### src/rtl/regfile_mp_if.sv
// regfile_mp_if: bus bundle for regfile_mp (write, read, debug and status signals)
// master drives we/wa/wd/wbe/ra/dbg_addr; slave returns rd/dbg_data/busy/wr_drop.
interface regfile_mp_if #(
  parameter int XLEN  = 32,
  parameter int NREGS = 32,
  parameter int NRD   = 2
);
  localparam int AW = $clog2(NREGS);
  logic                this_is_unused_guard;
  logic                we;
  logic [AW-1:0]       wa;
  logic [XLEN-1:0]     wd;
  logic [XLEN/8-1:0]   wbe;
  logic [NRD*AW-1:0]   ra;
  logic [NRD*XLEN-1:0] rd;
  logic [AW-1:0]       dbg_addr;
  logic [XLEN-1:0]     dbg_data;
  logic                busy;
  logic                wr_drop;
  modport master (output we, wa, wd, wbe, ra, dbg_addr, input rd, dbg_data, busy, wr_drop);
  modport slave  (input we, wa, wd, wbe, ra, dbg_addr, output rd, dbg_data, busy, wr_drop);
endinterface

### src/rtl/regfile_mp.sv
// regfile_mp: parametrised multi-read-port register file with init walker, byte writes and bypass
// clk: clock; reset: async active-low, restarts the init walk
// bus.we/wa/wd/wbe: byte-enabled write; bus.ra/rd: NRD combinational read ports
// bus.dbg_addr/dbg_data: registered debug read; bus.busy: init in progress; bus.wr_drop: write lost to init
module regfile_mp #(
  parameter int XLEN      = 32,
  parameter int NREGS     = 32,
  parameter int NRD       = 2,
  parameter int ZERO_REG  = 1,
  parameter int BYPASS    = 1,
  parameter int INIT_MODE = 1
) (
  input logic         clk,
  input logic         reset,
  regfile_mp_if.slave bus
);
  localparam int AW = $clog2(NREGS);
  localparam int NB = XLEN / 8;
  typedef enum logic {INIT, READY} state_t;
  state_t              state, state_n;
  logic [AW-1:0]       init_ptr, ptr_n;
  logic [XLEN-1:0]     mem [NREGS];
  logic                busy, wr_ok, drop_q;
  logic [XLEN-1:0]     dbg_q;
  logic [NRD*XLEN-1:0] rd_c;
  always_ff @(posedge clk or negedge reset)
    if (!reset) begin
      state    <= INIT;
      init_ptr <= '0;
    end else begin
      state    <= state_n;
      init_ptr <= ptr_n;
    end
  always_comb begin
    state_n = state;
    ptr_n   = init_ptr;
    if (state == INIT) begin
      ptr_n   = init_ptr + 1'b1;
      state_n = (init_ptr == AW'(NREGS - 1)) ? READY : INIT;
    end
  end
  assign busy  = state == INIT;
  assign wr_ok = !busy && bus.we && !(ZERO_REG != 0 && bus.wa == '0);
  // The array has no reset; while reset is held the walker just keeps rewriting reg 0 with its init value.
  always_ff @(posedge clk)
    if (busy) mem[init_ptr] <= (INIT_MODE != 0) ? XLEN'(init_ptr) : '0;
    else if (wr_ok)
      for (int b = 0; b < NB; b++)
        if (bus.wbe[b]) mem[bus.wa][8*b +: 8] <= bus.wd[8*b +: 8];
  always_ff @(posedge clk or negedge reset)
    if (!reset) begin
      dbg_q  <= '0;
      drop_q <= 1'b0;
    end else begin
      dbg_q  <= busy ? '0 : mem[bus.dbg_addr];
      drop_q <= busy && bus.we;
    end
  always_comb begin
    rd_c = '0;
    for (int k = 0; k < NRD; k++) begin
      for (int b = 0; b < NB; b++)
        rd_c[k*XLEN + 8*b +: 8] = (BYPASS != 0 && wr_ok && bus.wa == bus.ra[k*AW +: AW] && bus.wbe[b])
                                  ? bus.wd[8*b +: 8] : mem[bus.ra[k*AW +: AW]][8*b +: 8];
      if (busy || (ZERO_REG != 0 && bus.ra[k*AW +: AW] == '0)) rd_c[k*XLEN +: XLEN] = '0;
    end
  end
  assign bus.rd       = rd_c;
  assign bus.dbg_data = dbg_q;
  assign bus.busy     = busy;
  assign bus.wr_drop  = drop_q;
endmodule

### src/flat_wrapper.sv
// flat-port wrapper written by rule: the top's interface ports become plain ports
module regfile_mp_flat 
#(
  parameter int XLEN      = 32,
  parameter int NREGS     = 32,
  parameter int NRD       = 2,
  parameter int ZERO_REG  = 1,
  parameter int BYPASS    = 1,
  parameter int INIT_MODE = 1
)
  (clk, reset, bus_we, bus_wa, bus_wd, bus_wbe, bus_ra, bus_dbg_addr, bus_rd, bus_dbg_data, bus_busy, bus_wr_drop);
  regfile_mp_if #(.XLEN(XLEN), .NREGS(NREGS), .NRD(NRD)) bus_i ();
  input logic clk;
  input logic reset;
  input wire logic [$bits(bus_i.we)-1:0] bus_we;
  input wire logic [$bits(bus_i.wa)-1:0] bus_wa;
  input wire logic [$bits(bus_i.wd)-1:0] bus_wd;
  input wire logic [$bits(bus_i.wbe)-1:0] bus_wbe;
  input wire logic [$bits(bus_i.ra)-1:0] bus_ra;
  input wire logic [$bits(bus_i.dbg_addr)-1:0] bus_dbg_addr;
  output wire logic [$bits(bus_i.rd)-1:0] bus_rd;
  output wire logic [$bits(bus_i.dbg_data)-1:0] bus_dbg_data;
  output wire logic [$bits(bus_i.busy)-1:0] bus_busy;
  output wire logic [$bits(bus_i.wr_drop)-1:0] bus_wr_drop;
  assign bus_i.we = bus_we;
  assign bus_i.wa = bus_wa;
  assign bus_i.wd = bus_wd;
  assign bus_i.wbe = bus_wbe;
  assign bus_i.ra = bus_ra;
  assign bus_i.dbg_addr = bus_dbg_addr;
  assign bus_rd = bus_i.rd;
  assign bus_dbg_data = bus_i.dbg_data;
  assign bus_busy = bus_i.busy;
  assign bus_wr_drop = bus_i.wr_drop;
  regfile_mp #(.XLEN(XLEN), .NREGS(NREGS), .NRD(NRD), .ZERO_REG(ZERO_REG), .BYPASS(BYPASS), .INIT_MODE(INIT_MODE)) u_core (.clk(clk), .reset(reset), .bus(bus_i));
endmodule
### config.mk
export PLATFORM = sky130hd
export DESIGN_NAME = regfile_mp_flat
export DESIGN_NICKNAME = d
export VERILOG_FILES = /design/src/rtl/regfile_mp_if.sv /design/src/rtl/regfile_mp.sv /design/src/flat_wrapper.sv
export SDC_FILE = /design/constraint.sdc
export NUM_CORES = 2
export LEC_CHECK = 0
export CAP_MARGIN = 20
export CORE_MARGIN = 3
export CORE_UTILIZATION = 40
export DETAILED_ROUTE_END_ITERATION = 16
export GPL_TIMING_DRIVEN = 0
export SLEW_MARGIN = 20
export SYNTH_ARGS = -nofsm -noshare
export SYNTH_HDL_FRONTEND = slang
export SYNTH_SLANG_ARGS = --single-unit
export TNS_END_PERCENT = 20
### constraint.sdc
create_clock -name clk -period 3.5 [get_ports clk]
set_input_delay 0.7 -clock clk [delete_from_list [all_inputs] [get_ports clk]]
set_output_delay 0.7 -clock clk [all_outputs]
set_load 0.02 [all_outputs]
==> qor.csv <==
stage,metric,value,unit
grt,grt_max_degree,33,
setup_path,critical-path-slowest-cell,o211ai_1,
timing,timing.final.ws_setup,-382,ps
floorplan,io_pins,157,
finish,area_growth,26.5,%
grt,grt_pass1_vias,41417,
run,maxCapViolCount,0,
yosys,yosys_register_bits,1063,
power,power.density,435,nW/um^2
drt,viasPerCell,7.49,
yosys,synthXorXnorAreaFrac,0.194,%
grt,grt-ovfl-total,0,
floorplan,core_area,144000,sq um
setup_path,cp-start-kind,primary input,
yosys,synth_top_family_by_area,multiplexers,
drt,ant_nets,0,
floorplan,die_x,387,um
place,place.gp.congestion,0.997,
yosys,mappedNetlistNets,3355,
clock_network,numClockSinks,1063,
place,dp_slack,-2890,ps
timing,finalHoldViolCount,0,
yosys,yosys.area.top_type,edfxtp_1,
timing,rsz0062_at_grt,yes,
min_path,hp-class,in -> async,
timing,finalSetupTns,-40810,ps
floorplan,rows,139,
power,leakage,0.0256,uW
timing,final_max_slew_viol_count,0,
setup_path,crit_path_cell_trace,"buf_12, buf_12, buf_16, buf_16, buf_12, buf_16, mux4_2, o21a_1, o221ai_4, o211ai_1, buf_4",
place,portBuffers,140,
place,dp_hpwl,186000,um
power,peakVddDrop,403,uV
setup_path,critPathCaptureType,output port,
clock_network,cts_root_buffer,clkbuf_16,
setup_path,critPathRequiredTime,2800,ps
clock_network,cts_max_level,3,
yosys,yosysMostFrequentCell,edfxtp_1,
timing,tightest_slew,1340,ps
clock_network,cts_tree,done,
timing,setup_violations,519,
yosys,synth_edf_count,1024,
drt,firstDrtPassIters,6,
yosys,synthTopCellsByCount,"edfxtp_1 (1024), mux4_2 (749), nor2_1 (231)",
yosys,async_flop_share,3.67,%
yosys,muxShareOfSynthArea,33.3,%
yosys,synth_flop_cell,edfxtp_1,
outcome,violations,setup timing,
yosys,synth.top_cells.by_area,"edfxtp_1 (53%), mux4_2 (29%), mux2i_1 (2.8%)",
clock_network,clk_latency,800,ps
yosys,syn-mean-instance-area,17.7,sq um
yosys,yosysUniqueCellTypes,65,
setup_path,cp_num_buf_inv,7,
grt,grtUsageTotal,36.2,%
drt,totalWireLength,277000,um
timing,max_slew_margin,10.6,%
timing,period_minus_slack,3880,ps
floorplan,initial_utilization,40.4,%
clock_network,cts_buffers,117,
floorplan,fp.dieH,387,um
grt,grt_pass1_wl,363000,um
setup_path,worstPathMaxFanout,6,
drt,wl_per_cell,47.5,um
timing,timing.fmax,258,MHz
yosys,yosys.area_share.simple,4.17,%
yosys,synth-compound-area-share,5.17,%
floorplan,die_area,150000,sq um
yosys,synth_area,58100,sq um
drt,num_vias,43616,
drt,drt_iter0_markers,7610,
finish,finalNetCount,3871,
setup_path,critPathKind,in -> out,
timing,clock_skew,44.2,ps
yosys,ys_seq_area_share,54.6,%
grt,antenna_found_initial,11,
setup_path,cp.arrival,3180,ps
setup_path,cp_top_family,buffers and inverters,
power,power,32000,uW
clock_network,clk_pin_slew_worst_paths,60,ps
yosys,synthAdderAreaFrac,0.0430,%
outcome,status,"complete, but fails checks",
timing,period_share,111,%
drt,drc_errors,0,
yosys,synth_top_area_share,52.9,%
yosys,synth_cells,3294,
setup_path,cpPeakStageDelay,710,ps
finish,drive_gt1_share,51.5,%
yosys,ys.warnings.count,0,
clock_network,clk_path_buf_depth,3,
flip-flops by register name, summed over array words and instances (netlist names):
name,flops
u_core.bus.dbg_data,32
u_core.init_ptr,5
u_core.state,1
u_core.bus.wr_drop,1
u_core.mem,1024
through the flow:
step	instance area [sq um]	util [%]	instances	hold slack (ps)
final	73500	51.1	5825	408
after global routing	73500	51.0	5812	442
after floorplan	58100	-	3294	404
after detailed placement	62600	43.4	5360	628
after CTS	72600	50.4	5751	403
after global placement	61900	43.0	5337	622
routing by layer:
| layer | vias up | GRT usage (%) | wire, um |
|---|---|---|---|
| met5 | - | 0.638 | 94 |
| met4 | 6 | 24.4 | 23500 |
| met3 | 1098 | 18.3 | 47100 |
| met2 | 4403 | 50.5 | 115000 |
| met1 | 22689 | 43.8 | 91100 |
| li1 | 15420 | - | - |
logic make-up after synthesis:
logic type | count (synthesis)
AOI/OAI and AO/OA | 397
xor gates and xnor gates | 12
adders and majority gates | 2
buffers and inverters | 312
DFF | 1063
muxes | 987
and+or+nand+nor | 521
cell usage in the layout (no fill, tap or decap), types with 22 or more instances in the layout:
cell type / instances
a21oi_1: 29
a22o_1: 42
and2_2: 26
buf_12: 95
buf_16: 34
buf_2: 61
buf_4: 203
buf_6: 63
buf_8: 22
clkbuf_1: 54
clkbuf_16: 145
clkbuf_2: 36
clkbuf_8: 45
clkdlybuf4s50_1: 67
clkinv_2: 30
dfrtp_1: 38
edfxtp_1: 1024
mux2_2: 74
mux2i_1: 150
mux4_2: 749
nand2_1: 58
nor2_1: 105
nor2_2: 56
nor2_4: 72
nor3_1: 28
nor3_2: 37
o221ai_1: 55
o221ai_2: 22
o22ai_1: 64
path summary, 6_finish.rpt:
check,startpoint,end,slack [ps],depth (start not counted)
worst max-delay path,bus_ra[6],bus_rd[63],-380,11
worst min-delay path,reset,u_core.bus.dbg_data[30]$_DFF_PN0_,410,2
worst max register to register,u_core.state$_DFF_PN0_,u_core.mem[19][27]$_DFFE_PP_,-150,9
worst min register to register,u_core.init_ptr[0]$_DFFE_PN0N_,u_core.init_ptr[1]$_DFFE_PN0N_,640,2
max in group asynchronous,reset,u_core.bus.dbg_data[16]$_DFF_PN0_,2500,3
min in group clk,bus_we,u_core.bus.wr_drop$_DFF_PN0_,540,3
what timing repair did:
item                       in CTS  in global routing
pin swaps                     118                 52
resized for setup            1338                113
hold buffers                    1                  0
setup buffers                 173                 61
gates cloned                   10                  2
setup endpoints to repair    1941               1090
hold endpoints to repair       13                  0
where the power goes:
part	total (uW)	leakage [uW]	internal (uW)	switching, uW
Clock	12800	0.00190	7270	5530
Combinational	5120	0.0127	1980	3150
Sequential	14000	0.0110	14000	15.9
cell type report:
cell class,count,area [sq um]
well taps,1903,2380
plain buffers,293,3820
inverters,9,45.0
diodes,13,32.5
clock inverters,61,614
flip-flops and latches,1063,31700
clock buffers,157,3230
fillers,11661,70500
repair buffers,407,4270
multi-input cells,1919,27400
Power figures use the tool's default switching activity.
